`src/rtl/systolic_pkg.sv`:
```
// Shared definitions for the systolic array job sequencer: state encoding and
// helpers that size the step counter and the drained-row index.
package systolic_pkg;

  typedef enum logic [2:0] {
    IDLE    = 3'd0,
    CLEAR   = 3'd1,
    COMPUTE = 3'd2,
    DRAIN   = 3'd3,
    DONE    = 3'd4
  } state_t;

  // Step counter must reach K+ROWS+COLS-2 at K=2^KW-1 without wrapping.
  function automatic int cnt_width(input int kw, input int rows, input int cols);
    return kw + $clog2(rows + cols) + 1;
  endfunction

  function automatic int row_width(input int rows);
    return $clog2(rows) + 1;
  endfunction

  localparam int CNT_W = cnt_width(8, 4, 4);
  localparam int ROW_W = row_width(4);

endpackage

```
`src/rtl/systolic_array_ctrl_skew_lane_gen.sv`:
```
// One operand feeder lane: valid while offset <= t < offset+K, index t-offset.
module skew_lane_gen #(
  parameter int KW  = 8,
  parameter int CW  = 12,
  parameter int OFS = 0
) (
  input  logic [CW-1:0] t,
  input  logic [KW-1:0] k,
  input  logic          active,
  output logic          valid,
  output logic [KW-1:0] idx
);

  localparam logic [CW-1:0] OFS_C = CW'(OFS);

  logic [CW-1:0] rel;
  logic          in_window;

  always_comb begin
    rel       = t - OFS_C;
    in_window = (t >= OFS_C) && (rel < CW'(k));
    valid     = active && in_window;
    idx       = valid ? rel[KW-1:0] : '0;
  end

endmodule

```
`src/rtl/systolic_array_ctrl.sv`:
```
// Job sequencer for an output-stationary PE grid: clear, skewed operand
// streaming, accumulator drain down the B/Bout chain, completion pulse.
module systolic_array_ctrl
  import systolic_pkg::*;
#(
  parameter int ROWS = 4,
  parameter int COLS = 4,
  parameter int KW   = 8
) (
  input  logic                   clk,
  input  logic                   clr_n,
  input  logic                   start,
  input  logic [KW-1:0]          k_len,
  output logic                   busy,
  output logic                   done,
  output logic                   pe_clr,
  output logic                   pe_read,
  output logic                   pe_write,
  output logic [ROWS-1:0]        a_valid,
  output logic [ROWS*KW-1:0]     a_idx,
  output logic [COLS-1:0]        b_valid,
  output logic [COLS*KW-1:0]     b_idx,
  output logic                   out_valid,
  output logic [$clog2(ROWS):0]  out_row
);

  localparam int CW = cnt_width(KW, ROWS, COLS);
  localparam int RW = row_width(ROWS);

  localparam logic [CW-1:0] SPAN   = CW'(ROWS + COLS - 2);
  localparam logic [RW-1:0] LAST_D = RW'(ROWS - 1);
  localparam logic [RW-1:0] ROWS_C = RW'(ROWS);

  state_t        state_q, state_d;
  logic [KW-1:0] k_q, k_d;
  logic [CW-1:0] t_q, t_d, t_last;
  logic [RW-1:0] d_q, d_d;

  logic               busy_d, done_d, clr_d, read_d, write_d, ov_d, computing_d;
  logic [RW-1:0]      row_d;
  logic [ROWS-1:0]    av_d;
  logic [ROWS*KW-1:0] ai_d;
  logic [COLS-1:0]    bv_d;
  logic [COLS*KW-1:0] bi_d;

  // Only evaluated when K>0, so subtracting one cannot underflow.
  assign t_last = CW'(k_q) + SPAN - CW'(1);

  always_ff @(posedge clk) begin
    if (!clr_n) begin
      state_q <= IDLE;
      k_q     <= '0;
      t_q     <= '0;
      d_q     <= '0;
    end else begin
      state_q <= state_d;
      k_q     <= k_d;
      t_q     <= t_d;
      d_q     <= d_d;
    end
  end

  always_comb begin
    state_d = state_q;
    k_d     = k_q;
    t_d     = t_q;
    d_d     = d_q;
    case (state_q)
      IDLE: begin
        if (start) begin
          k_d     = k_len;
          t_d     = '0;
          d_d     = '0;
          state_d = CLEAR;
        end
      end
      CLEAR: begin
        t_d     = '0;
        d_d     = '0;
        state_d = (k_q != '0) ? COMPUTE : DRAIN;
      end
      COMPUTE: begin
        if (t_q == t_last) begin
          d_d     = '0;
          state_d = DRAIN;
        end else begin
          t_d = t_q + CW'(1);
        end
      end
      DRAIN: begin
        if (d_q == LAST_D) begin
          state_d = DONE;
        end else begin
          d_d = d_q + RW'(1);
        end
      end
      DONE: begin
        state_d = IDLE;
      end
      default: begin
        state_d = IDLE;
      end
    endcase
  end

  // Outputs are decoded from the upcoming state so they can be registered
  // and still line up with the state they describe.
  always_comb begin
    busy_d      = (state_d != IDLE);
    done_d      = (state_d == DONE);
    clr_d       = (state_d == CLEAR);
    write_d     = (state_d == DRAIN);
    read_d      = (state_d == DRAIN) && (d_d != '0);
    computing_d = (state_d == COMPUTE);
    ov_d        = read_d || done_d;
    row_d       = '0;
    if (read_d) begin
      row_d = ROWS_C - d_d;
    end
  end

  for (genvar r = 0; r < ROWS; r++) begin : g_row_lane
    skew_lane_gen #(.KW(KW), .CW(CW), .OFS(r)) u_lane (
      .t      (t_d),
      .k      (k_d),
      .active (computing_d),
      .valid  (av_d[r]),
      .idx    (ai_d[r*KW +: KW])
    );
  end

  for (genvar c = 0; c < COLS; c++) begin : g_col_lane
    skew_lane_gen #(.KW(KW), .CW(CW), .OFS(c)) u_lane (
      .t      (t_d),
      .k      (k_d),
      .active (computing_d),
      .valid  (bv_d[c]),
      .idx    (bi_d[c*KW +: KW])
    );
  end

  always_ff @(posedge clk) begin
    if (!clr_n) begin
      busy      <= 1'b0;
      done      <= 1'b0;
      pe_clr    <= 1'b0;
      pe_read   <= 1'b0;
      pe_write  <= 1'b0;
      a_valid   <= '0;
      a_idx     <= '0;
      b_valid   <= '0;
      b_idx     <= '0;
      out_valid <= 1'b0;
      out_row   <= '0;
    end else begin
      busy      <= busy_d;
      done      <= done_d;
      pe_clr    <= clr_d;
      pe_read   <= read_d;
      pe_write  <= write_d;
      a_valid   <= av_d;
      a_idx     <= ai_d;
      b_valid   <= bv_d;
      b_idx     <= bi_d;
      out_valid <= ov_d;
      out_row   <= row_d;
    end
  end

endmodule
```
`config.mk`:
```
export PLATFORM = sky130hd
export DESIGN_NAME = systolic_array_ctrl
export DESIGN_NICKNAME = d
export VERILOG_FILES = /design/src/rtl/systolic_pkg.sv /design/src/rtl/systolic_array_ctrl_skew_lane_gen.sv /design/src/rtl/systolic_array_ctrl.sv
export SDC_FILE = /design/constraint.sdc
export NUM_CORES = 1
export LEC_CHECK = 0
export ABC_CLOCK_PERIOD_IN_PS = 9500
export CAP_MARGIN = 20
export CORE_MARGIN = 4
export CORE_UTILIZATION = 60
export CTS_BUF_LIST = sky130_fd_sc_hd__clkbuf_16
export DETAILED_ROUTE_END_ITERATION = 6
export PLACE_DENSITY = 0.85
export SLEW_MARGIN = 20
export SYNTH_ARGS = -nofsm -noshare
export SYNTH_HDL_FRONTEND = slang
export SYNTH_HIERARCHICAL = 1
export SYNTH_SLANG_ARGS = --single-unit
```
`constraint.sdc`:
```
create_clock -name clk -period 9.5 [get_ports clk]
set_clock_uncertainty 0.15 [all_clocks]
set_input_delay 2.375 -clock clk [delete_from_list [all_inputs] [get_ports clk]]
set_output_delay 2.375 -clock clk [all_outputs]
set_load 0.01 [all_outputs]
```
== After elaboration in Yosys (flattened, before gate mapping) ==
Index checks and enable logic that the tools add are counted.

* $add $sub $neg: 8
* Multipliers: 0
* Divide/modulo/power cells: 0
* Magnitude comparators: 8
* Equal/unequal tests: 9
* Shift-type cells: 0
* Multiplexer cells: 14
* Bitwise gates (word level): 0
* Reduce and logical (&&, ||, !) cells: 19

{| class="wikitable"
|+ Operators with widths
! cell !! count
|-
| 12-bit by 8-bit < comparator with 1-bit output || 4
|-
| 12-bit case mux with 3 select lines || 1
|-
| 12-bit by 1-bit greater-or-equal comparator with 1-bit output, second input constant || 2
|-
| 12-bit by 2-bit greater-or-equal comparator with 1-bit output, second input constant || 2
|-
| 12-bit 2-to-1 mux || 2
|-
| 3-bit case mux with 4 select lines || 2
|-
| 12-bit by 2-bit subtractor with 12-bit output, second input constant || 2
|-
| 3-bit 2-to-1 mux || 6
|-
| 8-bit 2-to-1 mux || 2
|-
| 3-bit by 2-bit == test with 1-bit output, second input constant || 5
|-
| 12-bit by 1-bit adder with 12-bit output, second input constant || 1
|-
| 12-bit == test || 1
|-
| 12-bit by 1-bit subtractor with 12-bit output, second input constant || 1
|-
| 2-bit AND reduction || 5
|-
| 9-bit by 1-bit subtractor with 10-bit output, second input constant || 1
|-
| 8-bit by 3-bit adder with 9-bit output, second input constant || 1
|-
| 1-bit logical AND || 9
|-
| 8-bit nonzero test || 1
|-
| 3-bit by 1-bit == test with 1-bit output, second input constant || 2
|-
| 3-bit nonzero test || 2
|-
| 3-bit by 1-bit adder with 3-bit output, second input constant || 1
|-
| 3-bit == test, second input constant || 1
|-
| 3-bit logical NOT || 1
|-
| 3-bit subtractor, first input constant || 1
|-
| other kinds (2) || 2
|}

* Register bits after elaboration: 71
* Latch bits: 0
* Memory bits (writable): 0
* Bits in read-only memories: 0
* Input bits: 11
* Output and inout port bits: 81
* Logic and storage cells: 74
* Memories: 0

== Logic depth before layout (Yosys ltp) ==
Gate-level depths: netlist of run 1.

* Depth in word-level cells: 10
* Mapped depth: 20
* Gate-level depth less buffers: 19

== By module ==
Netlist of run 1, hierarchy kept.

{| class="wikitable"
|+ Modules (own cells, without submodules)
! module !! instances !! cells each !! area an instance (sq um) !! seq. area each (sq um)
|-
| systolic_array_ctrl || 1 || 408 || 4013.8 || 2142.1
|-
| skew_lane_gen (g_col_lane[1].u_lane ...) || 2 || 62 || 456.7 || 0.0
|-
| skew_lane_gen (g_col_lane[2].u_lane ...) || 2 || 67 || 450.4 || 0.0
|-
| skew_lane_gen (g_col_lane[3].u_lane ...) || 2 || 62 || 450.4 || 0.0
|-
| skew_lane_gen (g_col_lane[0].u_lane ...) || 2 || 43 || 322.8 || 0.0
|}

== Worst setup path after synthesis of run 1 ==
OpenSTA, ideal clock, no wires.

* Path type: input-to-reg
* From: input start
* To: register a_idx[12]
* Library setup time: 0.060 ns
* Arrival time: 6.713 ns
* Required time: 9.290 ns
* Setup slack: 2.578 ns
* Cell stages on the path: 14
* Path buffers: 0
* Cell sequence: nor4_2 -> nor3_1 -> a31oi_1 -> inv_1 -> ha_1 -> or4b_4 -> nor2_2 -> xor2_1 -> ha_1 -> and3_1 -> a221oi_1 -> o2111ai_2 -> a2111oi_1 -> and2_1

* Longest elaborated chain between the ends: 7
* Elaborated cells on any way between the ends: 13
* Classes of those cells: add/sub (1); order compare (2); eq/ne (1); mux (6); reduce/logical (3)

{| class="wikitable"
|+ Ends and longest elaborated chain
! what !! line !! source
|-
| start: declaration || systolic_array_ctrl.sv:12 || <nowiki>input logic start,</nowiki>
|-
| 12-bit 2-to-1 mux * || systolic_array_ctrl.sv:70 || <nowiki>if (start) begin</nowiki>
|-
| 12-bit case mux with 3 select lines * || systolic_array_ctrl.sv:68 || <nowiki>case (state_q)</nowiki>
|-
| named net t_d[0] || systolic_array_ctrl.sv:36 || <nowiki>logic [CW-1:0] t_q, t_d, t_last;</nowiki>
|-
| 12-bit by 1-bit subtractor with 12-bit output || systolic_array_ctrl_skew_lane_gen.sv:20 || <nowiki>rel = t - OFS_C;</nowiki>
|-
| 12-bit by 8-bit < comparator with 1-bit output || systolic_array_ctrl_skew_lane_gen.sv:21 || <nowiki>in_window = (t >= OFS_C) && (rel < CW'(k));</nowiki>
|-
| 1-bit logical AND || systolic_array_ctrl_skew_lane_gen.sv:21 ||
|-
| 1-bit logical AND || systolic_array_ctrl_skew_lane_gen.sv:22 || <nowiki>valid = active && in_window;</nowiki>
|-
| 2-bit AND reduction (no line) || - ||
|-
| end signal: assignment || systolic_array_ctrl.sv:162 || <nowiki>a_idx <= ai_d;</nowiki>
|-
| end: declaration || systolic_array_ctrl.sv:20 || <nowiki>output logic [ROWS*KW-1:0] a_idx,</nowiki>
|}

Mark *: on every way through the listed nets, which the timed path passes. The rest lies on a longest branch.
A chain may end at the register's enable or synchronous reset.

== Worst setup path in the final report of run 1 ==
* From: input start
* To: register b_idx[17]

* Longest elaborated chain between the ends: 7
* Elaborated cells on any way between the ends: 13
* Classes of those cells: add/sub (1); order compare (2); eq/ne (1); mux (6); reduce/logical (3)

{| class="wikitable"
|+ Ends and longest elaborated chain
! what !! line !! source
|-
| 12-bit 2-to-1 mux * || systolic_array_ctrl.sv:70 ||
|-
| 12-bit case mux with 3 select lines * || systolic_array_ctrl.sv:68 ||
|-
| named net t_d[1] || systolic_array_ctrl.sv:36 ||
|-
| 12-bit by 2-bit subtractor with 12-bit output || systolic_array_ctrl_skew_lane_gen.sv:20 ||
|-
| 12-bit by 8-bit < comparator with 1-bit output || systolic_array_ctrl_skew_lane_gen.sv:21 ||
|-
| 1-bit logical AND || systolic_array_ctrl_skew_lane_gen.sv:21 ||
|-
| 1-bit logical AND || systolic_array_ctrl_skew_lane_gen.sv:22 ||
|-
| 2-bit AND reduction (no line) || - ||
|-
| end signal: assignment || systolic_array_ctrl.sv:164 || <nowiki>b_idx <= bi_d;</nowiki>
|-
| end: declaration || systolic_array_ctrl.sv:22 || <nowiki>output logic [COLS*KW-1:0] b_idx,</nowiki>
|}

Marked as above.

==> out/metrics.yaml, run 1 <==
post-cts-setup-buffers: 0
drt_iter0_markers: 650
syn2layout_area_growth_pct: 19.5
die_w_um: 119
vias: 6747
hpwl_mm: 13.1
power_density_nw_per_um2: 133
period_share_pct: 76.0
clkSinkCount: 107
htreeDepth: 3
worst-path-max-fanout: 16
synth_edf_count: 0
fin_setup_tns_ps: 0
dr.pass1.iters: 5
coreArea_um2: 12000
postCtsHoldBufs: 0
drc: 0
synth-seq-area-share_pct: 29.0
reg2reg_slack_ps: 3530
fin_cells: 1117
gp_congestion: 0.916
nets: 1044
synth_warnings: 6
synthArstFlopShare_pct: 0
fp.dieH_um: 119
cts_resized: 0
syn_avg_cell_area_um2: 8.42
status: "finished, final reports clean"
grt_pass1_wl_mm: 31.8
hp-class: "flip-flop to flip-flop"
fmax_mhz: 139
p_comb_share_pct: 25.4
overflow: 0
start_kind: "input pin"
cts.path.max_buffers: 2
io_pins: 92
holdPathEnd: "d_q[2]"
drt-total-wl_mm: 19.2
antenna_found_initial: 0
start_util_pct: 61.4
clockRootBuffer: "clkbuf_16"
avgViaCountPerCell: 6.04
end_kind: "flip-flop"
wl_per_cell_um: 17.2
r2r-end: "b_idx[17]"
p_int_uw: 802
n_antenna_cell: 0
drive_gt1_share_pct: 9.07
synth_common_cells: "inv_1, dfxtp_1, and2_1"
grt_usage_pct: 27.5
cts_tree: "done"
synth_area_leaders: "dfxtp_1, ha_1, and2_1"
synthCells: 876
synth_area_um2: 7370
fp.dieArea_um2: 14100
syn_nets: 955
maxCapViolCount: 0
final_max_slew_viol_count: 0
p_total_mw: 1.17
netSwitchingFraction_pct: 31.5
ant_nets: 0
path_clk_slew_ps: 80
layout_min_cycle_time_ps: 7220
ir_worst_vdd_mv: 0.103
cp_data_required_time_ps: 9650
numCtsBuffers: 9
rows: 40
synth_ff_type: "dfxtp_1"
ys_seq_elements: 107
leakagePower_nw: 3.47
max-slew-margin-rel_pct: 27.2
yosysUniqueCellTypes: 79
worst_pin_slew_ps: 1090
yosysMostFrequentCell: "inv_1"
clk_latency_ps: 360
arrival_ps: 7370
p_switching_uw: 370
critPathKind: "input pin to flip-flop"
hold_path_startpoint: "d_q[2]"
rsz0062_at_grt: "false"
r2r-start: "k_q[0]"
io_buffers: 91
grt_max_degree: 89
dp.cells: 1101
reg2reg_depth: 19
holdPathStages: 1
synth.largest_area_cell: "dfxtp_1"
synth_top_area_share_pct: 29.0
seq_power_share_pct: 39.8
finalHoldViolations: 0
clockPowerShare_pct: 34.8
fin_util_pct: 73.4
setup_violations: 0
grt_pass1_vias: 6455
## layout make-up
type | count | area, um2
multi-input combinational | 632 | 4750
fill | 920 | 3200
sequential | 107 | 2140
timing repair buffer | 102 | 991
inverter | 113 | 424
clock buffer | 9 | 225
tap | 147 | 184
clock inverter | 7 | 98.8
## power by group through the flow
stage / Sequential [mW] / Combinational [mW] / Clock (mW)
floorplan: 0.472 / 0.214 / 0
global placement: 0.476 / 0.279 / 0
detailed placement: 0.476 / 0.289 / 0
CTS: 0.466 / 0.293 / 0.412
global route: 0.468 / 0.331 / 0.428
finish: 0.466 / 0.297 / 0.408
## through the flow
stage / setup slack (ps) / hold slack, ps / instance area, um2
6_report: 2280 / 359 / 8810
5_1_grt: 1870 / 377 / 8810
4_1_cts: 2290 / 356 / 8790
3_5_place_dp: 1940 / 346 / 8460
3_3_place_gp: 2210 / 343 / 8460
2_1_floorplan: 2580 / 325 / 7370
## how the worst max path moves through the flow
stage               start   endpoint  slack [ps]  depth (start not counted)
detailed placement  start  b_idx[17]        1940                         17
floorplan           start  a_idx[12]        2580                         14
finish              start  b_idx[17]        2280                         17
global placement    start  b_idx[17]        2210                         17
CTS                 start  b_idx[17]        2290                         17
global route        start  b_idx[17]        1870                         17
## registers in the layout, indices dropped and copies added (netlist names)
register,count
t_q,12
d_q,3
busy,1
state_q,3
b_valid,4
a_idx,32
a_valid,4
done,1
b_idx,32
pe_write,1
pe_read,1
out_row,3
pe_clr,1
out_valid,1
k_q,8
## kinds of logic (layout without fill, tap and decap cells)
group / count (synthesis) / in the layout / synth area share [%]
adders and majority gates: 68 / 68 / 11.5
DFF: 107 / 107 / 29.0
muxes: 6 / 6 / 0.916
buffers and inverters: 137 / 231 / 7.30
and+or+nand+nor: 365 / 365 / 29.9
xor gates and xnor gates: 44 / 44 / 5.43
AOI/OAI and AO/OA: 149 / 149 / 15.8
## per-layer routing
metal	part of all wire (%)	routed length (um)	global-route usage (%)	vias to the layer above
li1	-	-	-	3264
met1	42	7990	35.9	3155
met2	47	9080	45.9	285
met3	8.7	1670	3.56	43
met4	2.5	480	11.4	0
met5	0	0	0	-
## worst max-delay path, stage by stage
cell and delay (ps):
clkdlybuf4s50_1 460, nor4_2 640, nor2_1 180, nand2_1 240, o21ai_1 130, nand2_1 460, inv_1 150, ha_1 270
nor3b_1 190, nand2_1 130, xor2_1 190, inv_1 70, ha_1 300, a2111oi_0 400, o221ai_1 460, nor4_1 540
and2_1 200
## placed cells by master (no fill, tap or decap), drive strengths merged, types with 12 or more instances in the layout
cell | netlist | layout
buf | 7 | 12
a21oi | 36 | 36
a31oi | 13 | 13
ha | 68 | 68
nor3 | 40 | 40
nor4 | 33 | 33
o21ai | 14 | 14
nand2 | 66 | 66
clkdlybuf4s50 | 0 | 90
and2 | 90 | 90
nor2 | 51 | 51
a211oi | 20 | 20
inv | 113 | 115
xnor2 | 27 | 27
and3 | 12 | 12
dfxtp | 107 | 107
xor2 | 17 | 17
(Power assumes the default switching activity.)
==> inputs of run 2 (changes only) <==
- ABC_CLOCK_PERIOD_IN_PS: 9500 -> 5860
- CORE_UTILIZATION: 60 -> 52
- PLACE_DENSITY: 0.85 -> 0.78
- clock period: 9.5 -> 5.86 ns (I/O delays scaled with it)
==> run 2 against run 1 <==
  * Clock power grew 47%
  * Count of clock-buffer cells in the layout is the same
  * Via count shrank 1.2%
  * Utilization shrank 8.4 points
  * Cell area grew 2.3%
  * Cell count grew 4.5%
  * Global-route usage shrank 3.0 points
  * Worst hold slack lost 11 ps
  * Combinational power grew 67%
  * Sequential cell count is the same
  * First-iteration DRC count shrank 22%
  * Worst setup slack lost 2000 ps
  * Critical path type is now flip-flop to flip-flop
  * Largest power group unchanged
==> out/metrics.yaml, run 2 (synthesis gave the netlist of run 1 again) <==
status: "finished, final reports clean"
fin_setup_tns_ps: 0  # unchanged
clockRootBuffer: "clkbuf_16"
hold_path_startpoint: "d_q[2]"
r2r-end: "b_idx[12]"
worst-path-max-fanout: 8  # -8
vias: 6669  # -1.2%
leakagePower_nw: 3.57  # +2.8%
drt_iter0_markers: 505  # -22%
busiest_layer: "met2"
reg.largest.list: "a_idx (32), b_idx (32), t_q (12)"
setup_violations: 0  # unchanged
grt_pass1_wl_mm: 31.9  # +0.19%
wl_per_cell_um: 16.8  # -2.6%
io_pins: 92  # unchanged
ant_nets: 0  # unchanged
nets: 1062  # +1.7%
arrival_ps: 5670  # -1700 ps
drc: 0  # unchanged
clkSinkCount: 107  # unchanged
rows: 43  # +7.5%
overflow: 0  # unchanged
end_kind: "flip-flop"
final_common_cell: "inv_1"
io_buffers: 91  # unchanged
htreeDepth: 3  # unchanged
dr.pass1.iters: 5  # unchanged
antenna_found_initial: 0  # unchanged
syn2layout_area_growth_pct: 22.2
hp-class: "flip-flop to flip-flop"
final_cell_mix: "inv_1, dfxtp_1, and2_1, clkdlybuf4s50_1, ha_1"
grt_use_met1_pct: 32.3  # -3.6 points
drive_gt1_share_pct: 10.4  # +1.4 points
fin_util_pct: 64.9  # -8.4 points
path_clk_slew_ps: 80  # about the same
cts.path.max_buffers: 2  # unchanged
met3_usage_pct: 5.31  # +1.7 points
avgViaCountPerCell: 5.71  # -5.4%
postCtsHoldBufs: 0  # unchanged
fillers: 1191  # +29%
hpwl_mm: 13.9  # +6.5%
use_met2_pct: 39.1  # -6.8 points
gp_congestion: 0.931  # +1.7%
numCtsBuffers: 9  # unchanged
cp_common_cell: "ha_1"
holdPathEnd: "d_q[2]"
finalHoldViolations: 0  # unchanged
start_kind: "flip-flop"
start_util_pct: 53.1  # -8.3 points
fmax_mhz: 181
worst_pin_slew_ps: 1010  # -76.6 ps
slowest_stage: "or4b_4"
fp.dieH_um: 127  # +6.9%
maxCapViolCount: 0  # unchanged
crit_family: "compound AO/OA/AOI/OAI gates"
cpPeakStageDelay_ps: 570  # -70 ps
cts_tree: "done"
fp.dieArea_um2: 16200  # +14%
max-slew-margin-rel_pct: 32.1  # +4.8 points
final_max_slew_viol_count: 0  # unchanged
grt_usage_pct: 24.5  # -3.0 points
n_antenna_cell: 0  # unchanged
clk_latency_ps: 360  # about the same
crit_path_cell_trace: "ha_1 > a211o_1 > a221oi_2 > o32ai_1 > nor4_4 > a21oi_2 > a32oi_1 > nand2_1 > buf_4 > or4b_4 > nor2_2 > xor2_1 > ha_1 > and3_1 > a221oi_1 > o2111ai_2 > a2111oi_1 > and2_1"
reg2reg_slack_ps: 330  # -3200 ps
cp_num_buf_inv: 1  # -2
reg2reg_depth: 18  # -1
r2r-start: "k_q[0]"
critPathKind: "flip-flop to flip-flop"
ir_worst_vdd_mv: 0.195  # +90%
holdPathStages: 1  # unchanged
layout_min_cycle_time_ps: 5530
die_w_um: 127  # +6.9%
period_share_pct: 94.3
grt_pass1_vias: 6388  # -1.0%
power_density_nw_per_um2: 205  # +54%
rsz0062_at_grt: "false"
drt-total-wl_mm: 19.6  # +1.8%
grt_max_degree: 89  # unchanged
cp_data_required_time_ps: 6010  # -3640 ps
coreArea_um2: 13900  # +16%
## run 2: cell type report
type                            count  area, um2  area share, %
Multi-Input combinational cell    632       4750           52.7
Sequential cell                   107       2140           23.8
Timing Repair Buffer              120       1190           13.2
Inverter                          113        424           4.71
Clock buffer                        9        225           2.50
Tap cell                          180        225           2.50
Clock inverter                      6       58.8          0.652
## run 2: worst register-to-register path, delay by kind of cell (launching register included)
kind / cells / cell delay (ps)
AOI/OAI and AO/OA: 8 / 2290
xor gates and xnor gates: 1 / 190
adders and majority gates: 2 / 580
buffers and inverters: 1 / 230
DFF: 1 / 400
and+or+nand+nor: 6 / 1630
## run 2: worst max-delay path by stage
stage,from,end,slack (ps),depth (start not counted)
2_1_floorplan,start,a_idx[16],340,16
3_3_place_gp,start,a_idx[12],120,16
4_1_cts,k_q[0],b_idx[12],330,18
5_1_grt,k_q[0],a_idx[12],20,18
6_report,k_q[0],b_idx[12],330,18
3_5_place_dp,start,a_idx[12],-20,17
## run 2: per-stage QoR
| step | total power [mW] | cell area (um2) | hold WS, ps | std cells | setup WS, ps |
|---|---|---|---|---|---|
| global placement | 1.24 | 8690 | 336 | 1151 | 117 |
| finish | 1.85 | 9010 | 349 | 1167 | 333 |
| floorplan | 1.11 | 7380 | 325 | 876 | 342 |
| global route | 1.96 | 9010 | 374 | 1167 | 15.2 |
| CTS | 1.86 | 8970 | 351 | 1166 | 328 |
| detailed placement | 1.26 | 8690 | 342 | 1151 | -18.9 |
## run 2: what timing repair did
item,4_1_cts,5_1_grt
endpoints found under the setup margin,0,17
setup buffers,0,1
gates resized for setup,0,4
## run 2: metal layers
layer / up-vias / part of all wire (%)
met3: 43 / 6.6
met4: 0 / 3.6
met1: 3098 / 44
met2: 232 / 46
met5: - / 0
li1: 3296 / -
## run 2: power by group
group	leakage, nW	switching (mW)	internal (mW)
Sequential	0.864	0.0174	0.739
Clock	0.146	0.274	0.327
Combinational	2.56	0.301	0.194
